<file path="config.mk">
export PLATFORM = sky130hd
export DESIGN_NAME = fib_main_controller
export DESIGN_NICKNAME = d
export VERILOG_FILES = /design/src/rtl/fib_main_controller.sv
export SDC_FILE = /design/constraint.sdc
export NUM_CORES = 1
export LEC_CHECK = 0
export CORE_MARGIN = 1
export CORE_UTILIZATION = 40
export CTS_CLUSTER_DIAMETER = 120
export CTS_CLUSTER_SIZE = 40
export DETAILED_ROUTE_END_ITERATION = 12
export PLACE_DENSITY = 0.67
export SLEW_MARGIN = 20
export SYNTH_ARGS = -nofsm -noshare
export SYNTH_HDL_FRONTEND = slang
export SYNTH_SLANG_ARGS = --single-unit
</file>
<file path="constraint.sdc">
create_clock -name clk -period 2.4 [get_ports clk]
set_input_delay 0.6 -clock clk [delete_from_list [all_inputs] [get_ports clk]]
set_output_delay 0.6 -clock clk [all_outputs]
set_load 0.05 [all_outputs]
</file>
<file path="src/rtl/fib_main_controller.sv">
// fib_main_controller: sequencer walking the fib(n) call tree with the stack as frame storage.
// Define FIB_CTRL_OVF_CHECK_EN to stop in a sticky ERR state instead of pushing past MAX_FRAMES.
module fib_main_controller #(
    parameter int MAX_FRAMES = 8,
    parameter int DW = 4
) (
    input  logic clk,
    input  logic rst,
    input  logic start,
    input  logic nLt2,
    input  logic flag,
    input  logic readySig,
    output logic pushSig,
    output logic popSig,
    output logic ldN,
    output logic decN1,
    output logic decN2,
    output logic ldRvN,
    output logic ldResRv,
    output logic addRv,
    output logic setFlag,
    output logic clrFlag,
    output logic busy,
    output logic done,
    output logic err
);
    typedef enum logic [3:0] {
        IDLE, CHECK, CALL0, CALL0W, CALL1, CALL1W, RET, POP0, POPW, DISPATCH, DONE
`ifdef FIB_CTRL_OVF_CHECK_EN
        , ERR
`endif
    } state_t;

    state_t state, nextState;
    logic [DW-1:0] depth, nextDepth;

    always_ff @(posedge clk) begin
        if (rst) begin
            state <= IDLE;
            depth <= '0;
        end else begin
            state <= nextState;
            depth <= nextDepth;
        end
    end

    always_comb begin
        nextState = state;
        nextDepth = depth;
        pushSig = 1'b0;
        popSig = 1'b0;
        ldN = 1'b0;
        decN1 = 1'b0;
        decN2 = 1'b0;
        ldRvN = 1'b0;
        ldResRv = 1'b0;
        addRv = 1'b0;
        setFlag = 1'b0;
        clrFlag = 1'b0;
        done = 1'b0;
        err = 1'b0;
        busy = state != IDLE;
        case (state)
            IDLE: if (start) begin
                ldN = 1'b1;
                clrFlag = 1'b1;
                nextDepth = '0;
                nextState = CHECK;
            end
            CHECK: begin
                ldRvN = nLt2;
                clrFlag = !nLt2;
                nextState = nLt2 ? RET : CALL0;
            end
            CALL0, CALL1:
`ifdef FIB_CTRL_OVF_CHECK_EN
                if (depth == DW'(MAX_FRAMES)) nextState = ERR;
                else
`endif
                if (readySig) begin
                    pushSig = 1'b1;
                    nextDepth = depth + 1'b1;
                    nextState = state == CALL0 ? CALL0W : CALL1W;
                end
            // Wait states only strobe the datapath on the stack's confirm cycle
            CALL0W: if (readySig) begin
                decN1 = 1'b1;
                nextState = CHECK;
            end
            CALL1W: if (readySig) begin
                decN2 = 1'b1;
                nextState = CHECK;
            end
            RET: nextState = depth == '0 ? DONE : POP0;
            POP0: if (readySig) begin
                popSig = 1'b1;
                nextDepth = depth - 1'b1;
                nextState = POPW;
            end
            POPW: if (readySig) nextState = DISPATCH;
            DISPATCH: begin
                addRv = flag;
                ldResRv = !flag;
                setFlag = !flag;
                nextState = flag ? RET : CALL1;
            end
            DONE: begin
                done = 1'b1;
                nextState = IDLE;
            end
`ifdef FIB_CTRL_OVF_CHECK_EN
            ERR: err = 1'b1;
`endif
            default: nextState = IDLE;
        endcase
    end
endmodule
</file>
; ---- Word-level counts from Yosys, hierarchy flattened
; Index checks and enable logic that the tools add are counted.
[op_classes]
add_sub_neg = 2
eq_ne = 15
muxes = 26
reduce_logical = 10
[ops]
columns = cell, n
row1 = $mux W4, 9
row2 = $pmux W4 S8, 1
row3 = $eq A4 B3 Y1 const B, 4
row4 = $eq A4 B4 Y1 const B, 3
row5 = $pmux W4 S3, 1
row6 = $mux W1, 11
row7 = $eq A4 B2 Y1 const B, 2
row8 = $logic_not A4 Y1, 2
row9 = $ne A2 B2 Y1 const B, 4
row10 = $mux W3, 2
row11 = $reduce_and A5 Y1, 1
row12 = $add A4 B1 Y4 const B, 1
row13 = $eq A4 B1 Y1 const B, 1
row14 = $reduce_and A4 Y1, 1
row15 = $reduce_bool A4 Y1, 1
row16 = $reduce_or A2 Y1, 2
row17 = $sub A4 B1 Y4 const B, 1
row18 = $reduce_bool A3 Y1, 1
row19 = $logic_not A1 Y1, 2
row20 = $mux W2, 1
row21 = $ne A2 B1 Y1 const B, 1
row22 = $pmux W1 S2, 1
[word_totals]
register_bits = 8
input_bits = 6
out_inout_bits = 13
wordCells = 55

; ---- Logic depth before layout (Yosys ltp)
[depth]
word_depth = 4
mapped_depth = 8
depth_no_buf = 7

; ---- Worst setup path after synthesis
; OpenSTA, ideal clock, no wires.
[synth_timing]
kind = input to output
startpoint = input readySig
endpoint = output decN2
arrival_ns = 2.480
t_required_ns = 1.800
setup_slack_ns = -0.680
cell_stages = 3
path_buffers = 1
path_cell_list = clkbuf_1 inv_1 nor4_1
[synth_between]
elab_chain_cells = 2
[synth_rtl]
columns = item, line
row1 = start: declaration, 12  ; input logic readySig,
row2 = $mux W1, 90  ; CALL1W: if (readySig) begin
row3 = $mux W1, 63  ; case (state)
row4 = end: declaration, 17  ; output logic decN2,
; No other way between the ends.

; ---- Final worst setup path
[layout_timing]
startpoint = input readySig
endpoint = output pushSig
[layout_between]
elab_chain_cells = 2
[layout_rtl]
columns = item, line
row1 = $mux W1, 80  ; if (readySig) begin
row2 = $mux W1, 63
row3 = end: declaration, 13  ; output logic pushSig,
; No other way between the ends.

==> results.toml <==
[run_status]
status = "completed"

[pwr]
ir_worst_vdd_mv = 0.8381
swShare = 0.5127
seq_power_share = 0.188
p_int_w = 0.0006999
pwr-share-clk = 0.072
leakage_nw = 0.4328
power_density_nw_per_um2 = 1260
power.switching_w = 0.0007365
combPwrFrac = 0.740

[routing]
routed_wl_mm = 2.109
avgViaCountPerCell = 5.960
ant_nets = 0
firstDrtPassIters = 4
drcViolationCount = 0
wire_per_inst_um = 14.15
vias = 888
drtIter0Drc = 41

[timing]
setup_viol = 0
finalMaxSlewViolations = 0
max-slew-margin-rel = 0.6276
clock_skew_ns = 0.006043
max_freq_mhz = 436.4
post-route-period-util = 0.9548
rsz0062_at_grt = "false"
hold_viol = 0
timing.hold.ws_ns = 0.4793
tightest_slew_ns = 0.5535
fin_crit_ns = 2.292

[global_route]
first_global_vias = 748
grt_max_degree = 16
grt_pass1_wl_mm = 3.374
gr-total-overflow = 0
grtUsageTotal = 0.2190
antenna_found_initial = 0

[clock_network]
clk_pin_slew_worst_paths_ns = 0.05
clock_latency_ns = 0.26
htreeDepth = 1
ctsHoldBuffers = 0
max-clock-path-buffers = 2
post_cts_buffers = 0
cts_root_buffer = "clkbuf_4"
clock-sinks = 8
cts_resized = 0
numCtsBuffers = 3
cts_tree = "done"

[critical_path]
endpoint_kind = "output port"
path_buf_inv = 3
cp.arrival_ns = 1.69
r2r-end = "depth[2]"
max_stage_delay_ns = 0.48
setup.worst_path.start_class = "input port"
worstSetupPathType = "in -> out"
ff2ff_setup_slack_ns = 0.43
critPathRequiredTime_ns = 1.80
critPathSlowestCell = "clkdlybuf4s50_1"
crit_chain = "clkdlybuf4s50_1 > buf_4 > nand2_1 > nor3_2 > buf_12"
r2r-start = "state[2]"
crit_family = "buffers and inverters"
path_max_fanout = 10
reg2reg_depth = 7

[floorplanning]
rows = 15
fp.dieW_um = 46.15
initial_utilization = 0.4372
ioPinCount = 19
dieHeight_um = 46.15
core_area_um2 = 1783
die_area_um2 = 2129

[layout]
design_area_um2 = 1140
fin_cells = 149
area_growth_pct = 46.23
fin_util = 0.6393
nets = 133
final_cell_mix = "nor2_1, buf_12, nand2_1, buf_4, dfxtp_1"
final_common_cell = "nor2_1"
n_antenna_cell = 0
drive_gt1_frac = 0.2581

[synthesis]
ys_top_cells_by_area = "dfxtp_1, nor2_1, a311oi_1"
ys_seq_area_frac = 0.2055
async_reset_ff_frac = 0
synth-edff-count = 0
synth.distinct_cells = 40
syn_area_per_cell_um2 = 7.285
synth_area_um2 = 779.5
synth-warning-count = 0
synthCells = 107
ys_seq_elements = 8
synth.top_cell.area_share = 0.2055
ys.flop_type = "dfxtp_1"
syn_nets = 114
yosys.area.top_type = "dfxtp_1"

[placed_design]
place_congestion = 0.8790
post_dp_cell_area_um2 = 1116
port_buffers = 17
placed_cells = 146
dp_hpwl_mm = 1.624

[worst_hold_path]
hold_path_end = "depth[3]"
hp-class = "reg -> reg"
hold_start = "depth[3]"
hold_depth = 1

[job]
max-cap-violations = 0
## synth_stat cells (all sizes together), types with 4 or more instances
library cell,number
clkbuf,5
a311oi,4
buf,6
nor3,5
inv,4
nor2,13
dfxtp,8
a21oi,5
nand2,8
o21ai,5
## how the worst max path moves through the flow
stage | start | to | cells after the start
2_1_floorplan | readySig | decN2 | 3
3_3_place_gp | start | clrFlag | 4
3_5_place_dp | start | clrFlag | 4
4_1_cts | state[3] | setFlag | 3
5_1_grt | readySig | pushSig | 5
6_report | readySig | pushSig | 5
## cell families (layout without fill, tap and decap cells)
logic type / count (synthesis) / after routing / synth area share
simple gates: 46 / 46 / 0.3082
fa+ha+maj: 1 / 1 / 0.01605
buf+inv: 15 / 32 / 0.1059
other cells: 1 / 1 / 0.004811
compound gates: 29 / 29 / 0.2729
flops: 8 / 8 / 0.2055
xor+xnor: 3 / 3 / 0.03371
mux: 4 / 4 / 0.05297
## power by group through the flow
stage          Sequential (W)  Clock, W  Combinational (W)
6_report             0.000270  0.000104            0.00106
5_1_grt              0.000279  0.000116            0.00114
3_5_place_dp         0.000267         0            0.00105
3_3_place_gp         0.000267         0            0.00105
2_1_floorplan        0.000196         0           0.000760
4_1_cts              0.000265  0.000109            0.00106
## cell type report
cell class | instances | area (um2)
clock buffer | 3 | 22.52
fill | 156 | 643.1
inverter | 4 | 15.01
multi-input combinational | 84 | 559.3
sequential | 8 | 161.4
tap | 25 | 31.28
timing repair buffer | 25 | 350.3
## state kept, by name, summed over array words and instances, names as in the netlist
signal and cells:
depth 4, state 4
## metrics by stage
stage / TNS [ns] / power [W] / setup WS [ns]
2_1_floorplan: -0.1103 / 0.0009556 / -0.1103
3_3_place_gp: 0 / 0.001322 / 0.1066
3_5_place_dp: 0 / 0.001322 / 0.1014
4_1_cts: 0 / 0.001432 / 0.08936
5_1_grt: 0 / 0.001536 / 0.06954
6_report: 0 / 0.001436 / 0.1084
## metal layers
layer,share of wire,track usage
met3,0.062,0.05882
met2,0.46,0.2958
met4,0.014,0.05294
met5,0,0
met1,0.46,0.3349
## worst reg2reg max path: stages (launching register included)
cell and delay [ns]:
dfxtp_1 0.54, nand4b_1 0.20, xnor2_1 0.17, ha_1 0.20, nor3_1 0.17, a21oi_1 0.08, or4_1 0.41, a31oi_1 0.13
Power figures use the tool's default switching activity.
